[config.mk]
export PLATFORM = sky130hd
export DESIGN_NAME = cla_4bit
export DESIGN_NICKNAME = d
export VERILOG_FILES = /design/src/rtl/cla_pkg.sv /design/src/rtl/cla_carry_unit.sv /design/src/rtl/cla_4bit.sv
export SDC_FILE = /design/constraint.sdc
export NUM_CORES = 1
export LEC_CHECK = 0
export ABC_AREA = 1
export BUFFER_PORTS_ARGS = -buffer_cell sky130_fd_sc_hd__buf_2
export CAP_MARGIN = 10
export CORE_AREA = 4 4 41 43
export DETAILED_ROUTE_END_ITERATION = 8
export DIE_AREA = 0 0 45 47
export MAX_ROUTING_LAYER = met4
export PLACE_DENSITY = 0.47
export SYNTH_ARGS = -nofsm -noshare
export SYNTH_HDL_FRONTEND = slang
export SYNTH_SLANG_ARGS = --single-unit
export TNS_END_PERCENT = 5
[constraint.sdc]
create_clock -name clk -period 1.22 [get_ports clk]
set_input_delay 0.061 -clock clk [delete_from_list [all_inputs] [get_ports clk]]
set_output_delay 0.061 -clock clk [all_outputs]
set_load 0.005 [all_outputs]
[src/rtl/cla_pkg.sv]
// Shared constants and types for the registered 4-bit carry-lookahead adder.
package cla_pkg;

    localparam int unsigned CLA_WIDTH = 4;

    // Per-bit propagate and generate vectors feeding the carry unit.
    typedef struct packed {
        logic [CLA_WIDTH-1:0] p;
        logic [CLA_WIDTH-1:0] g;
    } cla_pg_t;

endpackage

[src/rtl/cla_carry_unit.sv]
// Flat two-level lookahead carry logic: every carry is a direct sum of
// products of P, G and C0, so no carry depends on another carry.
module cla_carry_unit
    import cla_pkg::*;
(
    input  logic [CLA_WIDTH-1:0] i_p,
    input  logic [CLA_WIDTH-1:0] i_g,
    input  logic                 i_c0,
    output logic [CLA_WIDTH:1]   o_c
);

    // Sum-of-products carries C1..C4.
    always_comb begin
        o_c[1] = i_g[0]
               | (i_p[0] & i_c0);
        o_c[2] = i_g[1]
               | (i_p[1] & i_g[0])
               | (i_p[1] & i_p[0] & i_c0);
        o_c[3] = i_g[2]
               | (i_p[2] & i_g[1])
               | (i_p[2] & i_p[1] & i_g[0])
               | (i_p[2] & i_p[1] & i_p[0] & i_c0);
        o_c[4] = i_g[3]
               | (i_p[3] & i_g[2])
               | (i_p[3] & i_p[2] & i_g[1])
               | (i_p[3] & i_p[2] & i_p[1] & i_g[0])
               | (i_p[3] & i_p[2] & i_p[1] & i_p[0] & i_c0);
    end

endmodule

[src/rtl/cla_4bit.sv]
// Registered 4-bit carry-lookahead adder: {Cout, S} = A + B + C0.
// CLA_INPUT_REG_EN defined: operands are registered first (latency 2).
// CLA_INPUT_REG_EN undefined: ports feed the lookahead logic directly (latency 1).
module cla_4bit
    import cla_pkg::*;
(
    input  logic                 clk,
    input  logic                 reset,
    input  logic [CLA_WIDTH-1:0] A,
    input  logic [CLA_WIDTH-1:0] B,
    input  logic                 C0,
    output logic [CLA_WIDTH-1:0] S,
    output logic                 Cout
);

    logic [CLA_WIDTH-1:0] w_a;
    logic [CLA_WIDTH-1:0] w_b;
    logic                 w_c0;
    cla_pg_t              w_pg;
    logic [CLA_WIDTH:1]   w_c;
    logic [CLA_WIDTH-1:0] w_sum;

    logic [CLA_WIDTH-1:0] r_s;
    logic                 r_cout;

`ifdef CLA_INPUT_REG_EN
    logic [CLA_WIDTH-1:0] r_a;
    logic [CLA_WIDTH-1:0] r_b;
    logic                 r_c0;

    // Operand capture stage; reset wins over capture.
    always_ff @(posedge clk) begin
        if (reset) begin
            r_a  <= '0;
            r_b  <= '0;
            r_c0 <= 1'b0;
        end else begin
            r_a  <= A;
            r_b  <= B;
            r_c0 <= C0;
        end
    end

    assign w_a  = r_a;
    assign w_b  = r_b;
    assign w_c0 = r_c0;
`else
    assign w_a  = A;
    assign w_b  = B;
    assign w_c0 = C0;
`endif

    // Bit-level propagate/generate.
    always_comb begin
        w_pg.p = w_a ^ w_b;
        w_pg.g = w_a & w_b;
    end

    cla_carry_unit u_carry (
        .i_p  (w_pg.p),
        .i_g  (w_pg.g),
        .i_c0 (w_c0),
        .o_c  (w_c)
    );

    // Each sum bit uses the carry into that bit; C0 feeds bit 0.
    always_comb begin
        w_sum = w_pg.p ^ {w_c[CLA_WIDTH-1:1], w_c0};
    end

    // Result stage; reset wins over capture.
    always_ff @(posedge clk) begin
        if (reset) begin
            r_s    <= '0;
            r_cout <= 1'b0;
        end else begin
            r_s    <= w_sum;
            r_cout <= w_c[CLA_WIDTH];
        end
    end

    assign S    = r_s;
    assign Cout = r_cout;

endmodule

# --- After elaboration in Yosys (flattened, before gate mapping) ---
# Cells that the tools add are included.
classes:
  bitwise: 29
ops:
  columns: ["operator", "count"]
  rows:
  - ["$and 1x1->1", 16]
  - ["$or 1x1->1", 10]
  - ["$xor 4x4->4", 2]
  - ["$and 4x4->4", 1]
word_totals:
  register_bits: 5
  wordCells: 31
  in_bits: 11

# --- Depth between registers and ports, before layout ---
# Gate-level depths: netlist of run 1.
depth:
  word_depth: 6
  mapped_depth: 7
  ltp_nobuf: 7

# --- Hierarchy ---
# From an unflattened synthesis of run 1, not the netlist that was laid out.
hier_totals:
  cells_unflattened: 48
  hier_area_um2: 310.3
by_module_without_submodules:
  columns: ["module", "n_inst", "area_each_um2", "cells_each"]
  rows:
  - ["cla_4bit", 1, 231.5, 28]
  - ["cla_carry_unit", 1, 78.8, 20]

# --- Worst setup path before layout of run 1 ---
# No wires, ideal clock.
synth_path:
  path_type: "input to register"
  from: "in A[2]"
  to: "reg r_s[3] (netlist: S[3])"
  slack_ns: 0.305
  setup_ns: 0.115
  arrival_ns: 0.800
  path_stages: 6
  cell_sequence: "ha_1 or2_0 nand2_1 nand3_1 nand2_1 nor2_1"
synth_between:
  elab_chain_cells: 6
  word_cells_on_any_way: 11
  cone_classes: "bitwise (11)"
synth_lines:
  columns: ["item", "line_no", "source"]
  rows:
  - ["start, declared", "cla_4bit.sv:9", "input logic [CLA_WIDTH-1:0] A,"]
  - ["$xor 4x4->4", "cla_4bit.sv:55", "w_pg.p = w_a ^ w_b;"]
  - ["$and 1x1->1 (on tied branches)", "cla_carry_unit.sv:20, cla_carry_unit.sv:21, cla_carry_unit.sv:22", null]
  - ["$or 1x1->1, or another cell as far along", "cla_carry_unit.sv:20", "| (i_p[2] & i_g[1])"]
  - ["$or 1x1->1 / $and 1x1->1 (equally long branches)", "cla_carry_unit.sv:21, cla_carry_unit.sv:22", null]
  - ["$or 1x1->1 (*)", "cla_carry_unit.sv:22", "| (i_p[2] & i_p[1] & i_p[0] & i_c0);"]
  - ["$xor 4x4->4 (*)", "cla_4bit.sv:68", "w_sum = w_pg.p ^ {w_c[CLA_WIDTH-1:1], w_c0};"]
  - ["end signal, assigned", "cla_4bit.sv:77", "r_s <= w_sum;"]
  - ["end, declared", "cla_4bit.sv:23", "logic [CLA_WIDTH-1:0] r_s;"]
# Every way passes the cells marked *; elsewhere a longest branch is shown, timed or not.
# A chain may end at the register's enable or synchronous reset.

# --- Worst setup path after layout of run 1 ---
# Ends and elaborated chain as after synthesis.

==> flow_summary_export.csv, run 1 <==
group,metric,value,unit
final_layout,fin_util,0.316,
drt,routed_via_density,3.93,
drt,drtPass1Iterations,3,
synthesis,synth_nets,53,
pwr,power.density,1160,nW/um2
synthesis,synth-seq-cells,5,
synthesis,yosysSeqAreaShare,0.343,
global_routing,grt_overflow_total,0,
critical_path,crit_path_end_kind,"register",
timing,rsz0062_at_grt,"no",
cts,cts.sinks,5,
synthesis,synthFlopType,"dfxtp_1",
cts,numCtsBuffers,3,
placement,place_congestion,0.723,
global_routing,first_global_vias,282,
pwr,irDropWorstVdd,0.283,mV
timing,hold_ws,0.00874,ns
timing,setup_viol,0,
pwr,finalPower,0.478,mW
synthesis,ys_types,13,
floorplan,die_w,45,um
cts,cts_buffer_depth,2,
min_path,min_to,"S[0]",
final_layout,seq_area,100,um2
floorplan,die_h,47,um
final_layout,fin_nets,73,
floorplan,core.rowCount,13,
final_layout,synthToLayoutAreaGrowth,41.2,%
placement,place_hpwl,499,um
job,drv_cap,0,
cts,cts_root_buf,"clkbuf_4",
cts,postCtsHoldBufs,0,
final_layout,nFillCells,145,
synthesis,synth_edf_count,0,
min_path,hp-class,"in2reg",
global_routing,grt_start_max_net_pins,5,
timing,finalHoldViolCount,0,
synthesis,synthTopCellsByCount,"nor2_1 (7), nand2_1 (6), dfxtp_1 (5), inv_1 (5), ha_1 (4)",
timing,max-slew-margin-rel,0.911,
drt,drc,0,
synthesis,syn_inst,37,
synthesis,synth_most_common_cell,"nor2_1",
min_path,hp-start,"reset",
synthesis,netlist_area,292,um2
floorplan,initial_core_util,0.224,
critical_path,critPathRequiredTime,1.34,ns
drt,drtAntennaViolNets,0,
cts,clk_pin_slew_worst_paths,0.04,ns
cts,h-tree-depth,1,
final_layout,multi_input_area,173,um2
drt,drt_iter0_markers,1,
placement,dp.cells,67,
synthesis,yosys_warnings,0,
synthesis,avgSynthCellArea,7.88,um2
placement,numPortBuffers,15,
global_routing,grt_pass1_wl,986,um
cts,cts_setup_buffers,0,
drt,wl,563,um
drt,route.vias.total,279,
critical_path,worst_setup_path_start_kind,"input port",
timing,max_freq,1200,MHz
final_layout,layout-drive-gt1-share,0.321,
floorplan,dieArea,2120,um2
synthesis,async_flop_share,0,
timing,slew_violations,0,
timing,fin_tns_setup,0,ns
critical_path,crit_type,"in2reg",
floorplan,io_pins,16,
global_routing,track_usage,0.0719,
final_layout,n_antenna_cell,0,
timing,finalCritPeriodShare,0.683,
cts,post_cts_resized,0,
min_path,min_path_cells,2,
timing,min_period,0.833,ns
cts,cts_tree,"yes",
pwr,leakage,0.233,nW
final_layout,final_cell_count_no_fill,71,
critical_path,cp.arrival,0.96,ns
synthesis,synthTopCellsByArea,"dfxtp_1 (34%), ha_1 (17%), nor2_1 (9.0%)",
synthesis,yosysTopAreaCellShare,0.343,
synthesis,synthDominantAreaCellType,"dfxtp_1",
timing,tightest_slew,0.133,ns
floorplan,coreArea,1300,um2
global_routing,antenna_found_initial,0,
run_status,status,"complete, no violations",
drt,routedWlPerCell,7.93,um
critical_path,worstPathMaxFanout,4,
## final cells by class
type	instances	share of cell area
multi-input cells	27	0.419
flip-flops and latches	5	0.243
repair buffers	15	0.182
clock buffers	4	0.0638
inverters	5	0.0456
well taps	15	0.0456
## worst max-delay path: stages
cell and delay (ns):
buf_2 0.10, ha_1 0.33, or2_0 0.22, nand2_1 0.08
nand3_1 0.07, nand2_1 0.06, nor2_1 0.03
## registers in the layout, indices dropped and copies added (netlist names)
name / flops
Cout: 1
S: 4
## placed cells by master (no fill, tap or decap), drive strengths merged
cell / netlist / routed
nand4: 1 / 1
nand3b: 1 / 1
nor2: 7 / 7
nand2: 6 / 6
ha: 4 / 4
o21ai: 1 / 1
buf: 0 / 15
fa: 1 / 1
clkbuf: 0 / 4
or2: 1 / 1
inv: 5 / 5
nand3: 2 / 2
xor2: 1 / 1
a21oi: 2 / 2
dfxtp: 5 / 5
## logic make-up after synthesis
logic type | Yosys count | share of synthesized area
AOI/OAI and AO/OA | 3 | 0.0515
DFF | 5 | 0.343
xor gates and xnor gates | 1 | 0.0300
buffers and inverters | 5 | 0.0644
and+or+nand+nor | 18 | 0.270
adders and majority gates | 5 | 0.240
## report_power, final
group	internal, mW	switching, mW
clock network	0.123	0.0580
registers	0.182	0.00340
logic	0.0547	0.0565
total	0.360	0.118
## through the flow
step | worst slack [ns] | area [um2]
after global routing | 0.294 | 412
after detailed placement | 0.152 | 385
after global placement | 0.143 | 385
final | 0.387 | 412
after floorplan | 0.305 | 292
after CTS | 0.397 | 412
## worst max-delay path by stage
stage,start,end,slack (ns)
3_5_place_dp,A[2],S[3],0.15
6_report,A[2],S[3],0.39
3_3_place_gp,A[2],S[3],0.14
4_1_cts,A[2],S[3],0.40
5_1_grt,A[2],S[3],0.29
2_1_floorplan,A[2],S[3],0.31
## metal layers
| metal | part of all wire | vias up | global-route usage |
|---|---|---|---|
| met5 | 0 | - | - |
| met4 | 0.034 | 0 | 0.105 |
| met3 | 0.092 | 2 | 0.00383 |
| met2 | 0.48 | 11 | 0.102 |
| met1 | 0.39 | 110 | 0.0753 |
| li1 | - | 156 | - |
Power figures use the tool's default switching activity.
==> run 2: changes to the inputs <==
==> constraint.sdc (replaced) <==
create_clock -name clk -period 0.85 [get_ports clk]
set_input_delay 0.0425 -clock clk [delete_from_list [all_inputs] [get_ports clk]]
set_output_delay 0.0425 -clock clk [all_outputs]
set_load 0.005 [all_outputs]
==> run 2 against run 1 <==
Die area stayed put. Global-route usage rose by 0.41 points. Critical path depth decreased by 2. Largest cell class unchanged. Highest routed layer unchanged.
==> flow_summary_export.csv, run 2 (same netlist as run 1, synthesis figures left out) <==
group,metric,value,unit
run_status,status,"complete, no violations",
final_layout,nFillCells,153,
timing,finalHoldViolCount,0,
floorplan,dieArea,2120,um2
final_layout,synthToLayoutAreaGrowth,59.2,%
final_layout,multi_input_area,185,um2
drt,wl,634,um
timing,finalCritPeriodShare,0.935,
critical_path,crit_type,"in2reg",
placement,place_congestion,0.713,
pwr,p_switching,0.180,mW
pwr,clockPowerShare,0.360,
global_routing,track_usage,0.0760,
cts,cts_tree,"yes",
drt,drtAntennaViolNets,0,
placement,place_hpwl,578,um
cts,cts_root_buf,"clkbuf_4",
timing,setup_viol,0,
final_layout,final_cell_mix,"buf_2 (15), nor2_1 (7), nand2_1 (6)",
pwr,seqPwrFrac,0.369,
pwr,comb_power_share,0.271,
final_layout,final_area,464,um2
drt,drtPass1Iterations,1,
final_layout,seq_area,100,um2
min_path,hp-class,"in2reg",
final_layout,final_common_cell,"buf_2",
global_routing,first_global_vias,295,
floorplan,initial_core_util,0.224,
timing,hold_ws,0.241,ns
drt,drc,0,
floorplan,io_pins,16,
critical_path,critPathRequiredTime,1.01,ns
timing,min_period,0.794,ns
global_routing,grt_start_max_net_pins,5,
global_routing,antenna_found_initial,0,
global_routing,grt_overflow_total,0,
job,drv_cap,0,
critical_path,path_cells,"dlygate4sd3_1 > buf_2 > inv_2 > o21ai_0 > a21oi_1",
floorplan,core.rowCount,13,
timing,rsz0062_at_grt,"no",
cts,clk_pin_slew_worst_paths,0.04,ns
final_layout,fin_nets,78,
drt,routedWlPerCell,8.34,um
timing,max-slew-margin-rel,0.902,
pwr,leakage,0.255,nW
cts,h-tree-depth,1,
critical_path,worst_path_max_delay_cell,"dlygate4sd3_1",
placement,place_area,428,um2
floorplan,coreArea,1300,um2
timing,tightest_slew,0.145,ns
global_routing,grt_pass1_wl,1060,um
final_layout,largest_reg_flops,4,
floorplan,die_w,45,um
drt,routed_via_density,4.00,
pwr,internal_power,0.542,mW
critical_path,crit_path_end_kind,"register",
critical_path,cp.arrival,0.96,ns
final_layout,layout-drive-gt1-share,0.393,
placement,numPortBuffers,15,
pwr,irDropWorstVdd,0.401,mV
pwr,power.density,1560,nW/um2
timing,slew_violations,0,
cts,numCtsBuffers,3,
cts,cts_buffer_depth,2,
critical_path,max_stage_delay,0.53,ns
drt,route.vias.total,304,
final_layout,n_antenna_cell,0,
pwr,switching_share,0.249,
floorplan,die_h,47,um
critical_path,worstPathMaxFanout,3,
timing,max_freq,1260,MHz
cts,cts.sinks,5,
drt,drt_iter0_markers,0,
critical_path,worst_setup_path_start_kind,"input port",
-- run 2: cell types whose count changed in the layout (fill, tap and decap cells not counted) --
| cell | change |
|---|---|
| buf_4 | +4 |
| inv_2 | +1 |
| ha_4 | +1 |
| dlygate4sd3_1 | +1 |
| inv_1 | -1 |
| ha_1 | -1 |
-- run 2: cell type report --
class | count | share of cell area
sequential | 5 | 0.216
inverter | 5 | 0.0404
clock buffer | 4 | 0.0566
multi-input combinational | 27 | 0.399
tap | 15 | 0.0404
timing repair buffer | 20 | 0.248
-- run 2: path summary, 6_finish.rpt --
path	startpoint	endpoint	slack, ns	cells past startpoint
setup / recovery	reset	Cout	0.06	5
hold / removal	C0	S[0]	0.24	4
-- run 2: timing repair --
action,4_1_cts,5_1_grt
gates resized for setup,0,1
endpoints found under the setup margin,0,1
setup buffers,0,0
endpoints found under the hold margin,2,0
hold buffers,1,0
-- run 2: critical path, delay by kind of cell --
kind	cells	cell delay, ns
compound gates	2	0.19
buf+inv	3	0.73
-- run 2: layer usage --
layer	vias to the layer above	wire [um]	global-route usage
met4	0	19	0.0877
li1	165	-	-
met2	10	330	0.121
met5	-	0	-
met3	2	39	0.0115
met1	127	244	0.0732
-- run 2: power by group through the flow --
stage	logic [mW]	registers (mW)	clock network, mW
after floorplan	0.0939	0.276	0
after global placement	0.187	0.270	0
after global routing	0.226	0.269	0.286
after CTS	0.199	0.267	0.274
final	0.196	0.266	0.260
after detailed placement	0.194	0.271	0
-- run 2: through the flow --
stage | std cells | setup TNS [ns] | util | total power [mW] | worst slack [ns]
after detailed placement | 71 | -0.499 | 0.329 | 0.465 | -0.138
after global placement | 71 | -0.396 | 0.329 | 0.457 | -0.121
after floorplan | 37 | 0 | - | 0.370 | 0.0279
final | 76 | 0 | 0.357 | 0.722 | 0.0555
after global routing | 76 | 0 | 0.357 | 0.781 | 0.0155
after CTS | 76 | 0 | 0.357 | 0.739 | 0.0234
==> run 3: changes to the inputs <==
==> constraint.sdc (replaced) <==
create_clock -name clk -period 0.85 [get_ports clk]
set_input_delay 0.1275 -clock clk [delete_from_list [all_inputs] [get_ports clk]]
set_output_delay 0.1275 -clock clk [all_outputs]
set_load 0.005 [all_outputs]
==> run 3 against run 2 <==
Power grew 1.9%. Worst hold slack got worse by 0.17 ns. Sequential share of layout area shrank 0.78 points. Clock-buffer cell count unchanged. Die area did not move. First-iteration DRC count stayed put. Largest power group is now clock.
==> flow_summary_export.csv, run 3 (same netlist as run 1, synthesis figures left out) <==
group,metric,value,unit
run_status,status,"complete, no violations",
pwr,power.density,1530,nW/um2
floorplan,dieArea,2120,um2
timing,slew_violations,0,
pwr,leakage,0.256,nW
drt,drc,0,
cts,cts_tree,"yes",
cts,numCtsBuffers,3,
critical_path,critPathRequiredTime,0.98,ns
final_layout,largest_reg_flops,4,
cts,h-tree-depth,1,
pwr,irDropWorstVdd,0.416,mV
critical_path,crit_path_end_kind,"register",
critical_path,crit_type,"in2reg",
cts,cts_buffer_depth,2,
drt,drt_iter0_markers,0,
global_routing,antenna_found_initial,0,
final_layout,multi_input_area,200,um2
timing,hold_ws,0.0714,ns
floorplan,initial_core_util,0.224,
drt,drtPass1Iterations,1,
final_layout,layout-drive-gt1-share,0.417,
floorplan,io_pins,16,
timing,rsz0062_at_grt,"yes",
global_routing,track_usage,0.0693,
global_routing,first_global_vias,261,
placement,place_area,443,um2
cts,cts.sinks,5,
floorplan,die_w,45,um
drt,route.vias.total,302,
final_layout,n_antenna_cell,0,
floorplan,coreArea,1300,um2
global_routing,grt_start_max_net_pins,5,
min_path,hp-class,"in2reg",
timing,finalHoldViolCount,0,
critical_path,worst_setup_path_start_kind,"input port",
cts,cts_setup_buffers,0,
job,drv_cap,0,
cts,cts_root_buf,"clkbuf_4",
drt,drtAntennaViolNets,0,
floorplan,core.rowCount,13,
timing,setup_viol,0,
floorplan,die_h,47,um
timing,max-slew-margin-rel,0.905,
placement,place_hpwl,539,um
drt,routed_via_density,4.03,
timing,tightest_slew,0.141,ns
cts,postCtsHoldBufs,0,
critical_path,cp.arrival,0.92,ns
placement,numPortBuffers,15,
critical_path,worstPathMaxFanout,3,
drt,routedWlPerCell,8.15,um
final_layout,nFillCells,146,
drt,wl,611,um
placement,place_congestion,0.713,
final_layout,final_area,482,um2
cts,clk_pin_slew_worst_paths,0.04,ns
final_layout,synthToLayoutAreaGrowth,65.2,%
final_layout,final_common_cell,"buf_2",
final_layout,fin_nets,77,
final_layout,final_cell_mix,"buf_2 (13), nor2_1 (7), nand2_1 (6)",
cts,post_cts_resized,0,
timing,max_freq,1250,MHz
timing,min_period,0.797,ns
global_routing,grt_overflow_total,0,
global_routing,grt_pass1_wl,959,um
timing,finalCritPeriodShare,0.938,
final_layout,seq_area,100,um2
run 3: per-layer routing:
layer | GRT usage | up-vias | routed length, um
li1 | - | 167 | -
met1 | 0.0659 | 127 | 276
met2 | 0.107 | 8 | 292
met3 | 0.0115 | 0 | 43
met4 | 0.0877 | 0 | 0
met5 | - | - | 0
run 3: per-stage QoR:
| step | utilization | setup TNS, ns | setup WS (ns) | total power [mW] | std cells |
|---|---|---|---|---|---|
| after floorplan | - | -0.0154 | -0.00991 | 0.375 | 37 |
| after global placement | 0.340 | -0.692 | -0.168 | 0.468 | 71 |
| after detailed placement | 0.340 | -0.699 | -0.180 | 0.469 | 71 |
| after CTS | 0.361 | 0 | 0.0674 | 0.750 | 75 |
| after global routing | 0.370 | -0.0322 | -0.0322 | 0.788 | 75 |
| final | 0.370 | 0 | 0.0530 | 0.736 | 75 |
run 3: worst max-delay path, cell delays in order:
cell and delay [ns]:
buf_6 0.10, ha_4 0.23, or2_0 0.21, nand2_1 0.09
nand3_1 0.07, nand2_1 0.06, nor2_1 0.03
run 3: final timing paths:
check / from / end / slack [ns] / cells after the start
worst min-delay path: reset / S[0] / 0.07 / 2
worst max-delay path: B[2] / S[3] / 0.05 / 7
run 3: layout make-up:
class	instances	share of cell area
repair buffers	19	0.244
multi-input cells	27	0.416
clock buffers	4	0.0545
well taps	15	0.0390
flip-flops and latches	5	0.208
inverters	5	0.0390
run 3: where the power goes:
part	internal, mW	total, mW	leakage, nW	switching (mW)
clock	0.177	0.269	0.0150	0.0915
combinational	0.111	0.201	0.199	0.0904
sequential	0.261	0.266	0.0417	0.00471
total	0.550	0.736	0.256	0.187
